### config.mk
export PLATFORM = sky130hd
export DESIGN_NAME = io_driver
export DESIGN_NICKNAME = d
export VERILOG_FILES = /design/src/rtl/io_driver.sv
export SDC_FILE = /design/constraint.sdc
export NUM_CORES = 1
export LEC_CHECK = 0
export BUFFER_PORTS_ARGS = -buffer_cell sky130_fd_sc_hd__buf_2
export CORE_ASPECT_RATIO = 0.7
export CORE_MARGIN = 5
export CORE_UTILIZATION = 25
export DETAILED_ROUTE_END_ITERATION = 8
export PLACE_DENSITY = 0.57
export SYNTH_ARGS = -nofsm -noshare
export SYNTH_HDL_FRONTEND = slang
export SYNTH_SLANG_ARGS = --single-unit
### constraint.sdc
create_clock -name clk -period 1.3 [get_ports clk]
set_input_delay 0 -clock clk [delete_from_list [all_inputs] [get_ports clk]]
set_output_delay 0 -clock clk [all_outputs]
set_load 0.01 [all_outputs]
### src/rtl/io_driver.sv
// Memory-mapped bridge between the CPU port bus and the board switches, buttons, LEDs and SSD.
// Optional button debounce is enabled by defining IO_BTN_DEBOUNCE_EN.
module io_driver (
  input  logic        clk,
  input  logic        rst_n,
  input  logic [7:0]  sw,
  input  logic [3:0]  btn,
  output logic [3:0]  led,
  output logic [31:0] ssd_bits,
  output logic        ssd_char_mode,
  input  logic        port_read,
  input  logic        port_write,
  input  logic [15:0] port_addr,
  input  logic [15:0] port_write_data,
  output logic [15:0] port_read_data
);

  localparam logic [15:0] ADDR_SW     = 16'hFC00;
  localparam logic [15:0] ADDR_BTN    = 16'hFC01;
  localparam logic [15:0] ADDR_LED    = 16'hFC02;
  localparam logic [15:0] ADDR_SSD_LO = 16'hFC03;
  localparam logic [15:0] ADDR_SSD_HI = 16'hFC04;
  localparam logic [15:0] ADDR_CHAR   = 16'hFC05;

  logic [7:0]  sw_meta_r;
  logic [7:0]  sw_sync_r;
  logic [3:0]  btn_meta_r;
  logic [3:0]  btn_sync_r;
  logic [3:0]  btn_view_s;
  logic [15:0] rd_data_s;

  // Two-flop synchronisers for the asynchronous board inputs
  always_ff @(posedge clk or negedge rst_n) begin
    if (!rst_n) begin
      sw_meta_r  <= 8'h00;
      sw_sync_r  <= 8'h00;
      btn_meta_r <= 4'h0;
      btn_sync_r <= 4'h0;
    end else begin
      sw_meta_r  <= sw;
      sw_sync_r  <= sw_meta_r;
      btn_meta_r <= btn;
      btn_sync_r <= btn_meta_r;
    end
  end

`ifdef IO_BTN_DEBOUNCE_EN
  localparam logic [19:0] DEBOUNCE_CYC = 20'd100000;

  logic [19:0] db_cnt_r [4];
  logic [3:0]  btn_db_r;

  // Per-button debounce: a differing input must persist DEBOUNCE_CYC cycles to be accepted
  always_ff @(posedge clk or negedge rst_n) begin
    if (!rst_n) begin
      for (int i = 0; i < 4; i++) begin
        db_cnt_r[i] <= 20'd0;
      end
      btn_db_r <= 4'h0;
    end else begin
      for (int i = 0; i < 4; i++) begin
        if (btn_sync_r[i] == btn_db_r[i]) begin
          db_cnt_r[i] <= 20'd0;
        end else if (db_cnt_r[i] == (DEBOUNCE_CYC - 20'd1)) begin
          btn_db_r[i] <= btn_sync_r[i];
          db_cnt_r[i] <= 20'd0;
        end else begin
          db_cnt_r[i] <= db_cnt_r[i] + 20'd1;
        end
      end
    end
  end

  assign btn_view_s = btn_db_r;
`else
  assign btn_view_s = btn_sync_r;
`endif

  // Read-data select; unmapped addresses read as zero
  always_comb begin
    rd_data_s = 16'h0000;
    case (port_addr)
      ADDR_SW:     rd_data_s = {8'h00, sw_sync_r};
      ADDR_BTN:    rd_data_s = {12'h000, btn_view_s};
      ADDR_LED:    rd_data_s = {12'h000, led};
      ADDR_SSD_LO: rd_data_s = ssd_bits[15:0];
      ADDR_SSD_HI: rd_data_s = ssd_bits[31:16];
      ADDR_CHAR:   rd_data_s = {15'h0000, ssd_char_mode};
      default:     rd_data_s = 16'h0000;
    endcase
  end

  // Read capture samples pre-write register values, so same-cycle read+write returns old data
  always_ff @(posedge clk or negedge rst_n) begin
    if (!rst_n) begin
      port_read_data <= 16'h0000;
    end else if (port_read) begin
      port_read_data <= rd_data_s;
    end else begin
      port_read_data <= port_read_data;
    end
  end

  // Writable peripheral registers
  always_ff @(posedge clk or negedge rst_n) begin
    if (!rst_n) begin
      led           <= 4'h0;
      ssd_bits      <= 32'h0000_0000;
      ssd_char_mode <= 1'b0;
    end else if (port_write) begin
      case (port_addr)
        ADDR_LED:    led            <= port_write_data[3:0];
        ADDR_SSD_LO: ssd_bits[15:0] <= port_write_data;
        ADDR_SSD_HI: ssd_bits[31:16] <= port_write_data;
        ADDR_CHAR:   ssd_char_mode  <= port_write_data[0];
        default:     ;
      endcase
    end
  end

endmodule

== Yosys cells after proc, flatten, opt, wreduce, memory -nomap -nowiden ==
Cells that the tools add are included.
Word-level totals
  bits in registers: 77
  input bits: 48
  output and inout port bits: 53
Cells by class
  equality and inequality tests: 6
  multiplexer cells: 1
  reduce and logical (&&, ||, !) cells: 4
Operators with widths (number)
  $eq A16 B16 Y1 const B: 6
  $pmux W16 S6: 1
  $reduce_and A2 Y1: 4

== Logic depth before layout (Yosys ltp) ==
  word-level depth: 2
  gate-level depth with buffers: 6

== Least setup slack after synthesis ==
No wires, ideal clock.
  path kind: input to register
  start point: in port_addr[5]
  end point: reg ssd_bits[21]
  arrival time: 1.519 ns
  path slack: -0.346 ns
  stages on the path: 6
  path through: or4_4 > nor3_4 > and3_1 > buf_4 > buf_6 > mux2_1
Between the ends
  word-level cells in the longest chain between the ends: 2
RTL lines
  start: declaration: RTL line 13  | input logic [15:0] port_addr,
  $eq A16 B16 Y1: RTL line 111  | case (port_addr)
  $reduce_and A2 Y1 (no line)
  end signal: assignment: RTL line 114  | ADDR_SSD_HI: ssd_bits[31:16] <= port_write_data;
  end: declaration: RTL line 9  | output logic [31:0] ssd_bits,
Every way passes these cells.
A chain may end at the register's enable or synchronous reset.

== Worst setup path in the final report ==
  start point: in port_addr[6]
  end point: reg ssd_bits[7]
Same word-level chain as after synthesis.

==> results_dict.tcl <==
set metrics [dict create \
    syn_to_final_growth_pct 59.7 \
    use_met3_pct 4.48 \
    grt_pass1_wl_um 13200 \
    nets 401 \
    critPathLaunchType "input port" \
    antenna_cells 0 \
    rsz0062_at_grt "true" \
    post-route-min-period_ns 1.38 \
    power.leakage_nw 2.39 \
    hp-class "input port to register" \
    placed_cells 466 \
    rows 33 \
    track_usage_pct 12.1 \
    cp_slowest_cell "or4_4" \
    start_util_pct 25.7 \
    worst_slack_ns -0.0800 \
    crit_fanout 6 \
    outcome "finished, violations left" \
    grt_pass1_vias 2448 \
    max-cap-violations 0 \
    tightest_slew_ns 0.498 \
    synth_seq_cells 77 \
    hpwl_um 6100 \
    syn_area_per_cell_sq_um 16.0 \
    final_common_cell "buf_2" \
    finalSetupViolCount 36 \
    fin_crit_sh_pct 106 \
    routed-via-count 2245 \
    tritoncts "done" \
    setup.worst_path.class "input port to register" \
    worst_ep_required_time_ns 1.51 \
    path_clk_slew_ns 0.06 \
    yosysSeqAreaShare_pct 64.0 \
    pwr_density_cell_nw_per_um2 1140 \
    grt_use_met1_pct 15.8 \
    drive_gt1_share_pct 55.9 \
    firstDrtPassIters 4 \
    totalWireLength_um 8630 \
    io_pins 101 \
    post-cts-setup-buffers 0 \
    drtIter0Drc 86 \
    antenna_found_initial 0 \
    port_buffers 100 \
    gp_congestion 0.735 \
    crit_chain "buf_6 > or4_4 > nor3_4 > and3_4 > clkbuf_16 > mux2_4" \
    grt_max_degree 52 \
    die_x_um 141 \
    slew_headroom_pct 66.4 \
    final_hold_viol_count 0 \
    cts_root_buffer "clkbuf_16" \
    final_cell_mix "buf_2, dfrtp_1, mux2_4" \
    cts_buffers 9 \
    use_met2_pct 18.9 \
    fp.coreArea_sq_um 11700 \
    clock_skew_ns 0.00442 \
    synth_cells 188 \
    total_power_mw 5.47 \
    clock.fmax_mhz 725 \
    clk_latency_ns 0.33 \
    violations "setup timing" \
    instances_no_fill 515 \
    arrival_ns 1.59 \
    synth_nets 236 \
    chipHeight_um 102 \
    clk_path_buf_depth 2 \
    cp-end-kind "register" \
    vias_per_cell 4.36 \
    wl_per_cell_um 16.7 \
    cts.sinks 77 \
    synthDistinctLibCells 31 \
    ant_nets 0 \
    ir_drop_mv 0.789 \
    grt_remaining_overflow 0 \
    synth_area_sq_um 3010 \
    die_area_sq_um 14400 \
    slowest_delay_ns 0.55 \
    drv_slew 0 \
    yosysWarnings 0 \
    htree_levels 3 \
    drc 0 \
    busiest_layer "met2" \
]
## per-layer routing
layer  vias up  share of wire, %
met2        63                46
met5         -                 0
met1      1126                48
met4         0              0.80
met3         6               5.1
li1       1050                 -
## timing repair
action / 4_1_cts / 5_1_grt
setup endpoints to repair: 40 / 51
gates cloned: 0 / 2
hold endpoints to repair: 127 / 0
pin swaps: 1 / 2
hold buffers: 31 / 0
gates resized for setup: 36 / 13
## cell usage after synthesis
master | instances | area share [%]
nor4b_4 | 1 | 0.79
o2bb2ai_1 | 12 | 3.5
buf_4 | 4 | 1.0
mux2_1 | 20 | 7.5
nand4b_4 | 1 | 0.79
dfrtp_1 | 77 | 64
and3_1 | 3 | 0.62
nand3b_1 | 1 | 0.25
a32oi_1 | 7 | 2.0
nor4bb_1 | 1 | 0.33
buf_6 | 2 | 0.75
nand3_1 | 1 | 0.17
nand4_1 | 1 | 0.21
or4bb_1 | 1 | 0.37
nand4bb_1 | 1 | 0.37
or4_4 | 1 | 0.37
buf_2 | 3 | 0.50
clkbuf_1 | 2 | 0.25
nor4b_1 | 2 | 0.58
mux2i_1 | 2 | 0.67
nor2_1 | 2 | 0.25
nor4_2 | 1 | 0.42
nand2_1 | 1 | 0.12
nor3_1 | 1 | 0.17
nor3_4 | 1 | 0.54
mux4_2 | 4 | 3.0
clkinv_1 | 1 | 0.12
mux2_2 | 17 | 6.4
o21ai_0 | 4 | 0.67
and4_1 | 1 | 0.29
a22oi_1 | 12 | 3.0
## cell families after synthesis
family / after synthesis / synth area share (%)
flip-flops: 77 / 64.0
AO/OA/AOI/OAI: 35 / 9.19
AND/OR/NAND/NOR: 21 / 6.65
multiplexers: 43 / 17.5
buffers and inverters: 12 / 2.62
## worst paths after layout
path,from,to,slack [ns],depth (start not counted)
setup / recovery,port_addr[6],ssd_bits[7],-0.08,6
hold / removal,port_write,ssd_char_mode,0.06,3
setup reg to reg,ssd_bits[3],port_read_data[3],0.05,3
hold reg to reg,sw_meta_r[5],sw_sync_r[5],0.35,0
max in group asynchronous,rst_n,ssd_bits[21],0.64,3
min in group asynchronous,rst_n,ssd_bits[22],0.20,3
## power breakdown
group	leakage [nW]	total (mW)	internal, mW	switching [mW]
sequential	1.02	2.45	2.44	0.0109
clock	0.163	2.71	1.78	0.930
combinational	1.20	0.314	0.172	0.142
## critical path, delay by kind of cell
kind                   cells  cell delay, ns
buffers and inverters      2            0.27
muxes                      1            0.29
and+or+nand+nor            3            1.03
## sequential cells by signal, summed over array words and instances (netlist names)
name,flops
sw_meta_r,8
led,4
btn_meta_r,4
ssd_char_mode,1
port_read_data,16
ssd_bits,32
sw_sync_r,8
btn_sync_r,4
## area by class of cell
class	instances	area, sq um
Inverter	1	3.75
Multi-Input combinational cell	99	1170
Tap cell	157	196
Fill cell	1119	6920
Clock buffer	12	256
Sequential cell	77	1930
Timing Repair Buffer	165	1180
Clock inverter	4	70.1
## metrics by stage
step                      worst slack (ns)  hold WS [ns]  TNS [ns]  area [sq um]  utilization (%)
after floorplan                     -0.284        -0.296     -9.55          3040                -
after global placement              -0.468        -0.199    -19.94          3940             33.6
after detailed placement            -0.500        -0.198    -20.84          3940             33.6
after CTS                          -0.0642        0.0705    -0.937          4700             40.1
after global routing                -0.117        0.0584     -3.60          4810             41.0
final                              -0.0800        0.0619     -2.02          4810             41.0
Note: power is estimated with default switching activity, not from simulation.
